**src/rtl/jt49_bus_seq.sv**
```systemverilog
// jt49_bus_seq: queues host register writes and replays them as BDIR/BC1 phases.
// Define JT49_BUS_SEQ_READ_EN to add the BC1 register read path.
module jt49_bus_seq #(
  parameter int HOLD    = 2,
  parameter int FIFO_AW = 2
) (
  input  logic       clk,
  input  logic       rst_n,
  input  logic       wr_valid,
  output logic       wr_ready,
  input  logic [3:0] wr_addr,
  input  logic [7:0] wr_data,
`ifdef JT49_BUS_SEQ_READ_EN
  input  logic       rd_req,
  input  logic [3:0] rd_addr,
  output logic       rd_ready,
  input  logic [7:0] psg_dout,
  output logic       rd_valid,
  output logic [7:0] rd_data,
`endif
  output logic       busy,
  output logic       bdir,
  output logic       bc1,
  output logic [7:0] bus_dout
);

  localparam int HL    = (HOLD < 2) ? 2 : HOLD;
  localparam int PW    = $clog2(HL);
  localparam int DEPTH = 1 << FIFO_AW;
  localparam int CW    = FIFO_AW + 1;
  localparam logic [PW-1:0] PH_LAST  = PW'(HL - 1);
  localparam logic [CW-1:0] CNT_FULL = CW'(DEPTH);

  typedef enum logic [2:0] {
    IDLE, LATCH, GAP1, WRITE, GAP2
`ifdef JT49_BUS_SEQ_READ_EN
    , READ
`endif
  } state_t;

  state_t             state, state_n;
  logic [PW-1:0]      ph, ph_n;
  logic [11:0]        cur, cur_n;
  logic [11:0]        mem [DEPTH];
  logic [FIFO_AW-1:0] wp, rp;
  logic [CW-1:0]      cnt, cnt_n;
  logic               push, pop;
  logic               bdir_n, bc1_n;
  logic [7:0]         dout_n;
`ifdef JT49_BUS_SEQ_READ_EN
  logic               rdop, rdop_n;
  logic               rdv_n;
  logic [7:0]         rdd_n;
`endif

  assign push = wr_valid & wr_ready;

  // FIFO storage; occupancy lives in cnt so no reset is needed here
  always_ff @(posedge clk) begin
    if (push) mem[wp] <= {wr_addr, wr_data};
  end

  // Occupancy update; simultaneous push and pop leaves it unchanged
  always_comb begin
    cnt_n = cnt;
    unique case (1'b1)
      (push && !pop): cnt_n = cnt + CW'(1);
      (!push && pop): cnt_n = cnt - CW'(1);
      default: ;
    endcase
  end

  // Next state, phase counter and transaction capture
  always_comb begin
    state_n = state;
    ph_n    = ph;
    cur_n   = cur;
    pop     = 1'b0;
`ifdef JT49_BUS_SEQ_READ_EN
    rdop_n  = rdop;
    rdv_n   = 1'b0;
    rdd_n   = rd_data;
`endif
    unique case (state)
      IDLE, GAP2: begin
        state_n = IDLE;
        ph_n    = '0;
        if (cnt != '0) begin
          pop     = 1'b1;
          state_n = LATCH;
          cur_n   = mem[rp];
`ifdef JT49_BUS_SEQ_READ_EN
          rdop_n  = 1'b0;
        end else if (rd_req && rd_ready) begin
          state_n = LATCH;
          cur_n   = {rd_addr, 8'h00};
          rdop_n  = 1'b1;
`endif
        end
      end
      LATCH: begin
        if (ph == PH_LAST) begin
          state_n = GAP1;
          ph_n    = '0;
        end else begin
          ph_n = ph + PW'(1);
        end
      end
      GAP1: begin
        state_n = WRITE;
`ifdef JT49_BUS_SEQ_READ_EN
        if (rdop) state_n = READ;
`endif
        ph_n = '0;
      end
      WRITE: begin
        if (ph == PH_LAST) begin
          state_n = GAP2;
          ph_n    = '0;
        end else begin
          ph_n = ph + PW'(1);
        end
      end
`ifdef JT49_BUS_SEQ_READ_EN
      READ: begin
        if (ph == PH_LAST) begin
          state_n = GAP2;
          ph_n    = '0;
          rdv_n   = 1'b1;
          rdd_n   = psg_dout;
        end else begin
          ph_n = ph + PW'(1);
        end
      end
`endif
      default: state_n = IDLE;
    endcase
  end

  // Bus pins follow the state being entered; data bus holds in gaps
  always_comb begin
    bdir_n = 1'b0;
    bc1_n  = 1'b0;
    dout_n = bus_dout;
    unique case (state_n)
      LATCH: begin
        bdir_n = 1'b1;
        bc1_n  = 1'b1;
        dout_n = {4'h0, cur_n[11:8]};
      end
      WRITE: begin
        bdir_n = 1'b1;
        dout_n = cur_n[7:0];
      end
`ifdef JT49_BUS_SEQ_READ_EN
      READ: bc1_n = 1'b1;
`endif
      default: ;
    endcase
  end

  // State, FIFO pointers and registered outputs
  always_ff @(posedge clk) begin
    if (!rst_n) begin
      state    <= IDLE;
      ph       <= '0;
      cur      <= '0;
      wp       <= '0;
      rp       <= '0;
      cnt      <= '0;
      bdir     <= 1'b0;
      bc1      <= 1'b0;
      bus_dout <= 8'h00;
      busy     <= 1'b0;
      wr_ready <= 1'b1;
`ifdef JT49_BUS_SEQ_READ_EN
      rdop     <= 1'b0;
      rd_ready <= 1'b1;
      rd_valid <= 1'b0;
      rd_data  <= 8'h00;
`endif
    end else begin
      state    <= state_n;
      ph       <= ph_n;
      cur      <= cur_n;
      cnt      <= cnt_n;
      if (push) wp <= wp + FIFO_AW'(1);
      if (pop)  rp <= rp + FIFO_AW'(1);
      bdir     <= bdir_n;
      bc1      <= bc1_n;
      bus_dout <= dout_n;
      busy     <= (state_n != IDLE) || (cnt_n != '0);
      wr_ready <= (cnt_n != CNT_FULL);
`ifdef JT49_BUS_SEQ_READ_EN
      rdop     <= rdop_n;
      rd_ready <= (state_n == IDLE) && (cnt_n == '0);
      rd_valid <= rdv_n;
      rd_data  <= rdd_n;
`endif
    end
  end

endmodule

```
**config.mk**
```make
export PLATFORM = sky130hd
export DESIGN_NAME = jt49_bus_seq
export DESIGN_NICKNAME = d
export VERILOG_FILES = /design/src/rtl/jt49_bus_seq.sv
export SDC_FILE = /design/constraint.sdc
export NUM_CORES = 1
export LEC_CHECK = 0
export BUFFER_PORTS_ARGS = -buffer_cell sky130_fd_sc_hd__buf_2
export CAP_MARGIN = 20
export CORE_MARGIN = 3
export CORE_UTILIZATION = 50
export CTS_CLUSTER_DIAMETER = 100
export DETAILED_ROUTE_END_ITERATION = 10
export PLACE_DENSITY = 0.68
export SYNTH_ARGS = -nofsm -noshare
export SYNTH_HDL_FRONTEND = slang
export SYNTH_SLANG_ARGS = --single-unit
```
**constraint.sdc**
```tcl
create_clock -name clk -period 3 [get_ports clk]
set_input_delay 0.45 -clock clk [delete_from_list [all_inputs] [get_ports clk]]
set_output_delay 0.45 -clock clk [all_outputs]
set_load 0.02 [all_outputs]
```
==> results.toml, run 1 <==
[floorplanning]
dieArea_sq_mm = 0.007650
start_util_pct = 51.96
die_h_um = 87.47
core-area_sq_mm = 0.006386
core.rowCount = 29
die_x_um = 87.47
io_pins = 27

[finish]
nNetsFinal = 288
layout_commonest_cell = "edfxtp_1"
area_growth_pct = 11.76
diodes = 0
final_cell_mix = "edfxtp_1 (48), dfxtp_1 (37), nand2_1 (32), buf_2 (26), a21oi_1 (17)"
stdcell_area_sq_mm = 0.003709
multi_input_area_sq_mm = 0.001045
final_core_util_pct = 58.07
layout.area.seq_sq_mm = 0.002182
drive_gt1_share_pct = 22.06
nFillCells = 514

[sta]
period_share_pct = 79.70
setup_violations = 0
finalHoldViolations = 0
skew_ns = 0.01267
slew_violations = 0
worst_slew_pin_slew_ns = 0.7578
rsz0062_at_grt = "false"
relSlewSlack_pct = 49.41
max_freq_mhz = 418.2
tns_ns = 0
post-route-min-period_ns = 2.391
fin_ws_ns = 0.6089

[yosys]
yosys.area.top_type = "edfxtp_1"
synthCells = 238
synth_fp_nets = 259
syn_area_sq_mm = 0.003318
syn_area_per_cell_sq_um = 13.94
synth-seq-area-share_pct = 65.76
synth_top_area_share_pct = 43.44
yosysWarnings = 0
synth_seq_cells = 85
synth_cell_type_count = 43
synth.area.top_cells = "edfxtp_1 (43%), dfxtp_1 (22%), mux4_2 (6.8%), nand2_1 (3.6%), a21oi_1 (2.6%)"

[clock_tree]
clock_sink_count = 85
hold_buffers = 0
clk_pin_slew_ns = 0.09
numCtsBuffers = 9
cts-root-to-sink-buffers = 2
cts.htree.levels = 3
post_cts_resize_count = 0
cts_setup_buffers = 0
clock_latency_ns = 0.35
tritoncts = "built"
cts-root-buf = "clkbuf_8"

[worst_hold_path]
hp-start = "wr_data[0]"
min_path_cells = 1
hp-class = "primary input to flip-flop"

[critical_path]
arrival_ns = 2.63
worst_path_largest_cell_delay_ns = 0.43
timing.rr.start = "state[1]"
crit_start = "state[1]"
endpoint_kind = "flip-flop"
reg2reg_depth = 10
critPathMaxFanout = 23
slowest_stage = "dfxtp_1"
worstPathRequired_ns = 3.24
critPathLaunchType = "flip-flop"
critPathKind = "flip-flop to flip-flop"
worstPathCellList = "nor2_4, nand2b_4, inv_2, ha_1, inv_1, fa_1, xor2_1, nor2_1, xnor2_1, a31oi_1"

[routing]
drc = 0
via_per_inst = 5.355
routed_wl_um = 5326
ant_nets = 0
num_vias = 1869
first_pass_iters = 4
post_drt_wl_per_cell_um = 15.26
dr.first_iter.drc_count = 63

[grt]
first_global_vias = 1809
grt_pass1_wl_um = 8942
grt_max_degree = 24
grt-ovfl-total = 0
antenna_found_initial = 0
grt_usage_pct = 15.60

[placement]
gp_congestion = 0.7448
placed_area_sq_mm = 0.003487
pre_cts_slack_ns = 0.6266
post-dp-hpwl_um = 3555
io_buffers = 26

[power]
powerDensity_mw_per_mm2 = 936.8
power_uw = 3474
leakage_uw = 0.001343
irDropWorstVdd_v = 0.0004531

[run]
cap_violations = 0

[outcome]
status = "completed"
-- synth_stat cells (all sizes together) --
master	instances
clkinv	1
a21boi	2
inv	6
fa	1
clkbuf	3
nand3b	2
o22ai	1
o2111ai	4
nor2b	3
mux2i	1
a31oi	1
and4b	1
xnor2	4
o21ai	4
nor3b	5
and3	5
nor2	17
a32oi	4
nand2	32
xor2	3
mux4	12
nand2b	4
dfxtp	37
and2	2
edfxtp	48
buf	6
a21o	1
nor3	2
nand3	1
ha	5
a21oi	18
and2b	2
-- area by class of cell --
| class | instances | share of cell area [%] |
|---|---|---|
| flip-flops and latches | 85 | 58.84 |
| clock buffers | 10 | 3.441 |
| inverters | 7 | 0.7085 |
| clock inverters | 6 | 2.530 |
| well taps | 77 | 2.598 |
| multi-input cells | 137 | 28.17 |
| repair buffers | 27 | 3.711 |
-- worst max-delay path, delay by kind of cell, from the launching register on --
family                   cells  cell delay (ns)
AO/OA/AOI/OAI                1             0.11
adder cells (fa/ha/maj)      2             0.60
flip-flops                   1             0.43
XOR/XNOR                     2             0.32
buffers and inverters        2             0.31
AND/OR/NAND/NOR              3             0.51
-- through the flow --
step | cells | hold WS (ns)
2_1_floorplan | 238 | 0.4360
6_report | 349 | 0.3080
5_1_grt | 349 | 0.2824
3_5_place_dp | 333 | 0.4482
4_1_cts | 349 | 0.2924
3_3_place_gp | 333 | 0.4455
-- kinds of logic after synthesis --
kind of cell,count (synthesis),share of synthesized area (%)
mux,13,8.673
xor+xnor,7,1.848
flops,85,65.76
simple gates,76,11.88
fa+ha+maj,6,2.489
compound gates,35,6.599
buf+inv,16,2.752
-- registers in the layout, indices dropped and copies added (netlist names), named ones only --
name,count
state,3
cnt,3
wp,2
bdir,1
busy,1
bus_dout,8
wr_ready,1
mem,48
ph,1
cur,12
rp,2
bc1,1
-- metal layers --
layer / global-route usage [%] / vias up / share of wire, %
met5: 0 / - / 0
met1: 22.06 / 898 / 50
met3: 5.866 / 8 / 4.8
met2: 22.53 / 38 / 44
li1: - / 925 / -
met4: 4.603 / 0 / 1.1
-- power breakdown --
| part | switching, uW | internal, uW |
|---|---|---|
| clock network | 409 | 478 |
| registers | 166 | 1470 |
| logic | 532 | 417 |
| total | 1110 | 2370 |
-- final timing paths --
path,slack [ns],end
setup / recovery,0.61,busy
hold / removal,0.31,mem[3][0]
setup reg to reg,0.61,busy
hold reg to reg,0.46,cur[5]
Power figures use the tool's default switching activity.
==> run 2: changes to the inputs <==
--- a/config.mk
+++ b/config.mk
@@ -5,6 +5,7 @@
 export SDC_FILE = /design/constraint.sdc
 export NUM_CORES = 1
 export LEC_CHECK = 0
+export ABC_AREA = 1
 export BUFFER_PORTS_ARGS = -buffer_cell sky130_fd_sc_hd__buf_2
 export CAP_MARGIN = 20
 export CORE_MARGIN = 3
==> constraint.sdc (replaced) <==
create_clock -name clk -period 2.4 [get_ports clk]
set_input_delay 0.36 -clock clk [delete_from_list [all_inputs] [get_ports clk]]
set_output_delay 0.36 -clock clk [all_outputs]
set_load 0.02 [all_outputs]
==> results.toml, run 2 <==
[grt]
grt_pass1_wl_um = 11160
grt-ovfl-total = 0
first_global_vias = 2302
antenna_found_initial = 0
grt_usage_pct = 18.84
grt_max_degree = 25

[yosys]
synthCells = 368
synth_adder_area_share_pct = 2.360
synth.area.top_cells = "edfxtp_1 (41%), dfxtp_1 (21%), inv_1 (7.2%), nand2_1 (6.6%), nand3_1 (6.0%)"
yosysMostFrequentCell = "inv_1"
yosys.area.top_type = "edfxtp_1"
synthArstFlopShare_pct = 0
syn_area_per_cell_sq_um = 9.510
synth_cell_type_count = 25
synth_commonest_cells = "inv_1 (67), nand2_1 (62), edfxtp_1 (48), nand3_1 (42), nor2_1 (38)"
synth_edf_count = 48
synth_top_family_by_area = "simple AND/OR/NAND/NOR gates"
syn_area_sq_mm = 0.003500
yosys_most_used_dff = "edfxtp_1"
yosysWarnings = 0
synth_mux_area_share_pct = 0
synth-seq-area-share_pct = 62.35
synth_seq_cells = 85
synth-compound-area-share_pct = 6.185
synth_top_area_share_pct = 41.19
synthXorXnorAreaFrac_pct = 0.5005
synth_fp_nets = 389
synthSimpleGateAreaFrac_pct = 19.27

[sta]
period_share_pct = 87.30
rsz0062_at_grt = "false"
relSlewSlack_pct = 65.53
slew_violations = 0
post-route-min-period_ns = 2.095
setup_violations = 0
finalHoldViolations = 0
skew_ns = 0.01143
worst_slew_pin_slew_ns = 0.5161
tns_ns = 0
max_freq_mhz = 477.3
fin_ws_ns = 0.3047

[clock_tree]
post_cts_resize_count = 0
cts-root-to-sink-buffers = 2
tritoncts = "built"
clock_sink_count = 85
clk_pin_slew_ns = 0.08
clock_latency_ns = 0.34
numCtsBuffers = 9
hold_buffers = 0
cts_setup_buffers = 0
cts-root-buf = "clkbuf_8"
cts.htree.levels = 3

[floorplanning]
start_util_pct = 53.29
die_x_um = 89.66
core.rowCount = 29
dieArea_sq_mm = 0.008039
io_pins = 27
core-area_sq_mm = 0.006568
die_h_um = 89.66

[finish]
drive_gt1_share_pct = 14.99
nFillCells = 563
multi_input_area_sq_um = 991.0
final_cell_mix = "inv_1 (67), nand2_1 (62), edfxtp_1 (48), nand3_1 (42), nor2_1 (38)"
largest_register_ffs = 48
layout.area.seq_sq_mm = 0.002182
layout_commonest_cell = "inv_1"
reg_top3 = "mem x48, cur x12, bus_dout x8"
area_growth_pct = 12.30
nNetsFinal = 423
largest-register = "mem"
diodes = 0

[critical_path]
reg2reg_depth = 11
worstPathRequired_ns = 2.64
critPathKind = "flip-flop to flip-flop"
endpoint_kind = "flip-flop"
arrival_ns = 2.34
critPathMaxFanout = 5
critPathLaunchType = "flip-flop"

[routing]
drc = 0
dr.first_iter.drc_count = 107
ant_nets = 0
routed_wl_um = 6648
post_drt_wl_per_cell_um = 13.30
first_pass_iters = 4
via_per_inst = 4.910
num_vias = 2455

[power]
leakage_uw = 0.001756
power_uw = 4520
irDropWorstVdd_v = 0.0005150
powerDensity_mw_per_mm2 = 1150

[placement]
pre_cts_slack_ns = 0.2566
post-dp-hpwl_um = 4407
io_buffers = 26
gp_congestion = 0.7059

[outcome]
status = "completed"

[run]
cap_violations = 0

[worst_hold_path]
min_path_cells = 1
hp-class = "primary input to flip-flop"
run 2: worst paths after layout:
check | startpoint | to | slack (ns)
setup / recovery | state[0] | busy | 0.30
hold / removal | wr_data[1] | mem[3][1] | 0.22
setup reg to reg | state[0] | busy | 0.30
hold reg to reg | rp[1] | flip-flop | 0.48
run 2: critical path: stages (launching register included):
cell and delay, ns:
dfxtp_1 0.37, inv_2 0.09, nand2_2 0.08, a21oi_4 0.12
ha_1 0.15, inv_1 0.07, fa_1 0.49, nor2_1 0.04
a21oi_1 0.20, nand2_1 0.07, nor3_1 0.20, a21oi_1 0.09
run 2: logic make-up after synthesis:
| family | Yosys count |
|---|---|
| xor gates and xnor gates | 2 |
| adders and majority gates | 6 |
| AOI/OAI and AO/OA | 38 |
| DFF | 85 |
| buffers and inverters | 82 |
| and+or+nand+nor | 155 |
run 2: layer usage:
metal	global-route usage, %	vias to the layer above	share of wire (%)	routed length [um]
met4	8.525	0	1.4	95
li1	-	1247	-	-
met3	3.741	8	4.2	277
met1	25.19	1149	46	3032
met2	29.72	51	49	3242
met5	0	-	0	0
run 2: cell type report:
class / instances / area share, %
multi-input combinational: 201 / 25.21
clock buffer: 12 / 3.980
inverter: 70 / 6.686
tap: 93 / 2.961
timing repair buffer: 35 / 5.030
sequential: 85 / 55.52
clock inverter: 4 / 0.6049
run 2: report_power, final:
group          internal [uW]  switching [uW]  total (uW)
Clock                    436             470         906
Sequential              1820            95.3        1910
Combinational            551            1150        1700
run 2: stage by stage:
stage,utilization (%),cell area [sq um],hold slack (ns),std cells
floorplan,-,3500,0.4365,368
global placement,57.10,3750,0.4482,484
detailed placement,57.10,3750,0.4649,484
CTS,59.84,3930,0.2083,500
global route,59.84,3930,0.2140,500
finish,59.84,3930,0.2224,500
==> run 3: changes to the inputs <==
--- a/config.mk
+++ b/config.mk
@@ -12,7 +12,9 @@
 export CORE_UTILIZATION = 50
 export CTS_CLUSTER_DIAMETER = 100
 export DETAILED_ROUTE_END_ITERATION = 10
-export PLACE_DENSITY = 0.68
+export PLACE_DENSITY = 0.71
+export REMOVE_ABC_BUFFERS = 1
+export SETUP_SLACK_MARGIN = 0.2
 export SYNTH_ARGS = -nofsm -noshare
 export SYNTH_HDL_FRONTEND = slang
 export SYNTH_SLANG_ARGS = --single-unit
==> constraint.sdc (replaced) <==
create_clock -name clk -period 1.7 [get_ports clk]
set_input_delay 0.255 -clock clk [delete_from_list [all_inputs] [get_ports clk]]
set_output_delay 0.255 -clock clk [all_outputs]
set_load 0.02 [all_outputs]
==> results.toml, run 3 (synthesized netlist as in run 2, its figures left out) <==
[sta]
setup_violations = 4
max_freq_mhz = 507.2
post-route-min-period_ns = 1.971
skew_ns = 0.007489
hold_ws_ns = 0.1139
period_share_pct = 116.0
relSlewSlack_pct = 66.59
worst_slew_pin_slew_ns = 0.4990
rsz0062_at_grt = "true"
finalHoldViolations = 0
tns_ns = -0.8753
fin_ws_ns = -0.2714
slew_violations = 0

[placement]
pre_cts_slack_ns = -0.2052
placed_area_sq_mm = 0.003862
io_buffers = 26
gp_congestion = 0.7648
post-dp-hpwl_um = 4399

[clock_tree]
cts.htree.levels = 3
clk_pin_slew_ns = 0.08
tritoncts = "built"
numCtsBuffers = 9
clock_sink_count = 85
cts-root-to-sink-buffers = 2
clock_latency_ns = 0.35
cts-root-buf = "clkbuf_8"
hold_buffers = 0

[finish]
layout_commonest_cell = "inv_1"
final_core_util_pct = 66.41
stdcell_area_sq_mm = 0.004362
diodes = 0
drive_gt1_share_pct = 26.67
final_cell_mix = "inv_1 (64), nand2_1 (62), edfxtp_1 (48), nor2_1 (36)"
reg_top3 = "mem x48, cur x12, bus_dout x8"
largest_register_ffs = 48
area_growth_pct = 24.63
nNetsFinal = 452
largest-register = "mem"

[critical_path]
rrSetupSlack_ns = -0.27
critPathLaunchType = "flip-flop"
arrival_ns = 2.22
critPathMaxFanout = 2
endpoint_kind = "flip-flop"
critPathKind = "flip-flop to flip-flop"
worstPathRequired_ns = 1.95
crit_start = "state[1]"
timing.rr.start = "state[1]"

[grt]
grt_busiest_layer = "met2"
globalRouteMet1Util_pct = 23.64
grt_pass1_wl_um = 10840
grtUsageMet3_pct = 3.741
grt-ovfl-total = 0
first_global_vias = 2349
antenna_found_initial = 0
grt_usage_pct = 18.22
grt_max_degree = 25
grtUsageMet2_pct = 28.72

[floorplanning]
dieArea_sq_mm = 0.008039
core-area_sq_mm = 0.006568
start_util_pct = 53.29
die_x_um = 89.66
io_pins = 27
die_h_um = 89.66
core.rowCount = 29

[run]
cap_violations = 0

[power]
irDropWorstVdd_v = 0.0007232
leakage_uw = 0.001927
powerDensity_mw_per_mm2 = 1783

[routing]
first_pass_iters = 4
post_drt_wl_per_cell_um = 13.81
dr.first_iter.drc_count = 95
drc = 0
via_per_inst = 4.903
routed_wl_um = 7291
ant_nets = 0
num_vias = 2589

[outcome]
violations = "setup timing"
status = "finished, violations left"

[worst_hold_path]
hp-class = "primary input to flip-flop"
hp-start = "wr_addr[1]"
[run 3: final cells by class]
type,instances,area (sq um)
fillers,521,2206
flip-flops and latches,85,2187
multi-input cells,202,1139
repair buffers,63,470.5
inverters,70,267.8
clock buffers,11,131.4
well taps,93,116.4
clock inverters,4,50.05
[run 3: path summary, 6_finish.rpt]
check	to	depth (start not counted)
max	busy	11
min	mem[2][9]	1
max reg2reg	busy	11
min reg2reg	flip-flop	1
[run 3: report_power, final]
group	switching [uW]	internal, uW	leakage (uW)	total (uW)
Clock	692	668	0.0000816	1360
Sequential	141	2570	0.000747	2710
Combinational	2110	1600	0.00110	3710
[run 3: layer usage]
| metal | vias up | share of wire [%] |
|---|---|---|
| met1 | 1214 | 44 |
| met4 | 0 | 1.7 |
| met2 | 53 | 50 |
| li1 | 1306 | - |
| met3 | 16 | 4.2 |
| met5 | - | 0 |
[run 3: timing repair]
action	CTS	global route
cloned	0	3
pin swaps	5	9
hold endpoints to repair	0	0
setup endpoints to repair	4	13
resized for setup	9	43
buffers inserted	4	7
[run 3: through the flow]
| stage | total power (uW) | std cells |
|---|---|---|
| final | 7778 | 528 |
| after global routing | 8295 | 528 |
| after CTS | 6801 | 518 |
| after detailed placement | 5319 | 499 |
| after global placement | 5243 | 499 |
| after floorplan | 4412 | 356 |
[run 3: critical path, stage by stage, from the launching register on]
cell	delay (ns)
dfxtp_2	0.34
inv_2	0.08
nand2_4	0.06
a21oi_4	0.13
ha_2	0.20
inv_2	0.05
fa_2	0.53
nor2_2	0.04
a21oi_2	0.12
nand2_1	0.08
nor3_2	0.18
a21oi_2	0.07
